**config.mk**
```make
export PLATFORM = sky130hd
export DESIGN_NAME = uart_tx
export DESIGN_NICKNAME = d
export VERILOG_FILES = /design/src/rtl/uart_tx.sv
export SDC_FILE = /design/constraint.sdc
export NUM_CORES = 1
export LEC_CHECK = 0
export BUFFER_PORTS_ARGS = -buffer_cell sky130_fd_sc_hd__buf_4
export CORE_MARGIN = 4
export CORE_UTILIZATION = 29
export CTS_CLUSTER_SIZE = 14
export DETAILED_ROUTE_END_ITERATION = 10
export GPL_ROUTABILITY_DRIVEN = 0
export SYNTH_ARGS = -nofsm -noshare
export SYNTH_HDL_FRONTEND = slang
export SYNTH_SLANG_ARGS = --single-unit
```
**constraint.sdc**
```tcl
create_clock -name clk -period 3.4 [get_ports clk]
set_input_delay 0.51 -clock clk [delete_from_list [all_inputs] [get_ports clk]]
set_output_delay 0.51 -clock clk [all_outputs]
set_load 0.02 [all_outputs]
```
**src/rtl/uart_tx.sv**
```systemverilog
// uart_tx: buffered 8N1 serial transmitter, byte FIFO in front of a bit-timing FSM.
// Latency: a byte written into an empty FIFO with the line idle starts its start bit on the next edge.
// Backpressure: none on the write side; writes arriving while the FIFO is full are dropped and set sticky overflow.
module uart_tx #(
  parameter int CLK_FREQ_HZ = 25000000,
  parameter int BAUD_RATE   = 115200,
  parameter int FIFO_DEPTH  = 4
) (
  input  logic                          clk,
  input  logic                          resetn,
  input  logic                          wr_en,
  input  logic [7:0]                    wr_data,
  output logic                          tx,
  output logic                          busy,
  output logic                          full,
  output logic                          overflow,
  output logic [$clog2(FIFO_DEPTH):0]   level
);

  localparam int CLKS_PER_BIT = CLK_FREQ_HZ / BAUD_RATE;
  localparam int CNT_W        = (CLKS_PER_BIT > 1) ? $clog2(CLKS_PER_BIT) : 1;
  localparam int AW           = $clog2(FIFO_DEPTH);
  localparam int LW           = AW + 1;

  localparam logic [CNT_W-1:0] CNT_RELOAD = CNT_W'(CLKS_PER_BIT - 1);
  localparam logic [LW-1:0]    DEPTH_LVL  = LW'(FIFO_DEPTH);

  typedef enum logic [1:0] {
    S_IDLE  = 2'd0,
    S_START = 2'd1,
    S_DATA  = 2'd2,
    S_STOP  = 2'd3
  } state_t;

  state_t           state;
  logic [7:0]       shift;
  logic [2:0]       bit_idx;
  logic [CNT_W-1:0] baud_cnt;

  logic [7:0]       mem [FIFO_DEPTH];
  logic [AW-1:0]    wr_ptr;
  logic [AW-1:0]    rd_ptr;

  logic             wr_acc;
  logic             pop;
  logic             fifo_nonempty;
  logic             baud_done;
  logic [7:0]       head_dat;

  // Acceptance and pop are both judged on the registered level, so a write
  // into a full FIFO is dropped even if a pop happens on the same edge.
  assign fifo_nonempty = (level != '0);
  assign baud_done     = (baud_cnt == '0);
  assign wr_acc        = wr_en && (level < DEPTH_LVL);
  assign pop           = fifo_nonempty &&
                         ((state == S_IDLE) || ((state == S_STOP) && baud_done));
  assign head_dat      = mem[rd_ptr];
  assign full          = (level == DEPTH_LVL);
  assign busy          = (state != S_IDLE) || fifo_nonempty;

  // FIFO storage; contents need no reset because level gates every read.
  always_ff @(posedge clk) begin
    if (wr_acc) begin
      mem[wr_ptr] <= wr_data;
    end
  end

  // FIFO pointers, occupancy and the sticky drop flag.
  always_ff @(posedge clk or negedge resetn) begin
    if (!resetn) begin
      wr_ptr   <= '0;
      rd_ptr   <= '0;
      level    <= '0;
      overflow <= 1'b0;
    end else begin
      if (wr_acc) begin
        wr_ptr <= wr_ptr + 1'b1;
      end
      if (pop) begin
        rd_ptr <= rd_ptr + 1'b1;
      end
      level <= level + LW'(wr_acc) - LW'(pop);
      if (wr_en && !wr_acc) begin
        overflow <= 1'b1;
      end
    end
  end

  // Frame sequencer: start bit, eight data bits LSB first, stop bit; a pending
  // byte at the end of the stop bit chains straight into the next start bit.
  always_ff @(posedge clk or negedge resetn) begin
    if (!resetn) begin
      state    <= S_IDLE;
      tx       <= 1'b1;
      shift    <= '0;
      bit_idx  <= '0;
      baud_cnt <= '0;
    end else begin
      case (state)
        S_IDLE: begin
          tx <= 1'b1;
          if (pop) begin
            shift    <= head_dat;
            baud_cnt <= CNT_RELOAD;
            tx       <= 1'b0;
            state    <= S_START;
          end
        end

        S_START: begin
          if (baud_done) begin
            baud_cnt <= CNT_RELOAD;
            bit_idx  <= '0;
            tx       <= shift[0];
            state    <= S_DATA;
          end else begin
            baud_cnt <= baud_cnt - 1'b1;
          end
        end

        S_DATA: begin
          if (baud_done) begin
            baud_cnt <= CNT_RELOAD;
            shift    <= {1'b0, shift[7:1]};
            if (bit_idx == 3'd7) begin
              tx    <= 1'b1;
              state <= S_STOP;
            end else begin
              tx      <= shift[1];
              bit_idx <= bit_idx + 1'b1;
            end
          end else begin
            baud_cnt <= baud_cnt - 1'b1;
          end
        end

        S_STOP: begin
          if (baud_done) begin
            if (pop) begin
              shift    <= head_dat;
              baud_cnt <= CNT_RELOAD;
              tx       <= 1'b0;
              state    <= S_START;
            end else begin
              tx    <= 1'b1;
              state <= S_IDLE;
            end
          end else begin
            baud_cnt <= baud_cnt - 1'b1;
          end
        end

        default: begin
          tx    <= 1'b1;
          state <= S_IDLE;
        end
      endcase
    end
  end

endmodule

```
==> results.py <==
metrics = {
    "status": {
        "status": "finished clean",
    },
    "synthesis": {
        "synth_area_um2": 3130,
        "syn_area_per_cell_um2": 12.7,
        "ys_ff_latch": 62,
        "async_reset_ff_frac": 0.484,
        "syn_inst": 247,
        "synth_fp_nets": 274,
        "seq_area_frac_synth": 0.547,
        "synth_flop_cell": "edfxtp_1",
        "synth_edf_count": 32,
        "yosysWarnings": 0,
        "ys_types": 55,
    },
    "global_route": {
        "first_global_vias": 2077,
        "grt_max_degree": 31,
        "antenna_found_initial": 0,
        "grt_pass1_wl_mm": 10.3,
        "grt_use_total": 0.103,
        "grt.overflow.total": 0,
    },
    "cts": {
        "clk-insertion-delay-late_ps": 350,
        "holdBufCountCts": 0,
        "cts_resized": 0,
        "postCtsSetupRepairBufs": 0,
        "numClockSinks": 62,
        "cts.reportedPaths.clkPinSlew_ps": 80,
        "cts_made_buffers": 9,
        "cts_tree": "yes",
        "cts.htree.levels": 3,
        "clock_path_buffers": 2,
        "cts_root_buf": "clkbuf_8",
    },
    "power": {
        "swShare": 0.416,
        "leakage_uw": 0.00132,
        "p_int_uw": 2000,
        "ir_drop_uv": 342,
        "pwr-share-seq": 0.373,
        "pwr-share-clk": 0.180,
        "p_per_area_nw_per_um2": 968,
        "p_comb_frac": 0.448,
        "switchingPower_uw": 1420,
    },
    "die": {
        "die_area_um2": 12500,
        "row_count": 37,
        "die_y_um": 112,
        "io_pins": 18,
        "start_util": 0.301,
        "core_um2": 10400,
        "dieWidth_um": 112,
    },
    "routing": {
        "drt_iter0_drc": 98,
        "routed_wl_mm": 6.03,
        "num_vias": 2020,
        "drt_drc_violations_left": 0,
        "ant_nets": 0,
        "drt-pass1-iter-count": 4,
        "wl_per_cell_um": 14.9,
        "vias_per_cell": 4.99,
    },
    "timing": {
        "slew_viol_final": 0,
        "max-slew-margin-rel": 0.569,
        "post-route-min-period_ps": 2790,
        "setup_tns_ps": 0,
        "rsz0062_at_grt": "false",
        "worstMarginPinSlew_ps": 647,
        "hold_viol_final": 0,
        "fin_crit_sh": 0.821,
        "finClkSkew_ps": 14.1,
        "clock.fmax_ghz": 0.358,
        "setup_viol": 0,
    },
    "finish": {
        "final_cell_mix": "edfxtp_1 (32), dfrtp_1 (29), nor3_1 (28), buf_4 (19), ha_1 (15)",
        "final_cells": 405,
        "final_nets": 291,
        "final_layout_size_suffix_gt1_frac": 0.219,
        "areaGrowthSynthToFinish_pct": 13.0,
        "n_antenna_cell": 0,
        "layout_commonest_cell": "edfxtp_1",
    },
    "setup_path": {
        "crit_fanout": 6,
        "startpoint_type": "flop",
        "path_class": "reg -> reg",
        "critPathTopFamily": "adder cells",
        "crit_buf_inv": 3,
        "cp.required_ps": 3630,
        "cpMaxStageDelayCell": "dfrtp_1",
        "slowest_delay_ps": 410,
        "worst-endpoint-arrival_ps": 3020,
        "cp-end-kind": "flop",
        "crit_chain": "inv_1, ha_1, nor3b_2, a31oi_1, nor2_1, ha_1, inv_1, ha_1, inv_1, fa_1, xnor2_1, xnor2_1",
    },
    "placed_design": {
        "place_inst": 389,
        "port_buffers": 17,
        "dp_hpwl_mm": 4.15,
    },
    "job": {
        "drv_cap": 0,
    },
    "hold_path": {
        "hold_class": "in -> async",
    },
}
cell families (layout without fill, tap and decap cells):
kind of cell | count (synthesis) | after routing | synth area share
AO/OA/AOI/OAI | 52 | 52 | 0.116
XOR/XNOR | 4 | 4 | 0.0112
adder cells (fa/ha/maj) | 16 | 16 | 0.0663
buffers and inverters | 24 | 46 | 0.0424
flip-flops | 62 | 62 | 0.547
multiplexers | 10 | 10 | 0.0647
AND/OR/NAND/NOR | 79 | 79 | 0.152
final cells by class:
cell class / instances / area [um^2]
clock buffers: 9 / 124
repair buffers: 19 / 143
clock inverters: 7 / 62.6
inverters: 11 / 41.3
flip-flops and latches: 62 / 1710
well taps: 136 / 170
fillers: 1029 / 6880
multi-input cells: 161 / 1280
flip-flops by register name (all words and copies together) (netlist names):
signal	flops
level	3
shift	8
state	2
tx	1
wr_ptr	2
overflow	1
baud_cnt	8
mem	32
rd_ptr	2
bit_idx	3
worst paths after layout:
check | startpoint | to | slack, ps | cells past startpoint
max | baud_cnt[0] | level[2] | 610 | 12
min | resetn | baud_cnt[7] | 80 | 1
max reg2reg | baud_cnt[0] | level[2] | 610 | 12
min reg2reg | overflow | overflow | 470 | 1
max in group asynchronous | resetn | tx | 3000 | 1
min in group clk | wr_data[5] | mem[0][5] | 350 | 1
layer usage:
metal / track usage / routed length [um]
met1: 0.137 / 2840
met2: 0.158 / 2860
met3: 0.0266 / 224
met4: 0.0422 / 102
met5: 0 / 0
power by group through the flow:
stage	clock network, uW	registers [uW]	logic [uW]
2_1_floorplan	0	1200	1300
3_3_place_gp	0	1290	1510
3_5_place_dp	0	1300	1540
4_1_cts	635	1280	1550
5_1_grt	667	1320	1730
6_report	616	1280	1530
through the flow:
step | setup WS [ps] | utilization | instance area [um^2] | total power, uW | hold WS [ps]
finish | 609 | 0.340 | 3540 | 3430 | 75.6
CTS | 592 | 0.340 | 3540 | 3470 | 86.8
global route | 365 | 0.340 | 3540 | 3710 | 109
floorplan | 675 | - | 3130 | 2500 | 214
detailed placement | 620 | 0.322 | 3350 | 2840 | 453
global placement | 700 | 0.322 | 3350 | 2800 | 442
cell usage after synthesis (2+ instances only):
library cell  count  area (um^2)
a211o_1           2         17.5
a21oi_1           5         25.0
a22o_1            4         35.0
a31oi_1           3         18.8
and2_1            4         25.0
buf_6             3         33.8
clkbuf_1          5         18.8
clkbuf_2          2         10.0
dfrtp_1          29          726
edfxtp_1         32          961
ha_1             15          188
inv_1            11         41.3
mux2_2            2         22.5
mux4_2            8          180
nand2_1          12         45.0
nand3_1           2         10.0
nand3b_1          4         30.0
nor2_1            8         30.0
nor3_1           28          140
nor3b_1           2         15.0
nor3b_2           2         25.0
nor4_4            2         42.5
o21a_1            2         15.0
o21ai_0          12         60.1
o22a_1            2         17.5
o22ai_1          11         68.8
or3_1             4         25.0
or3b_2            2         17.5
xnor2_1           3         26.3
No activity file was read; power rests on OpenSTA's default activity.
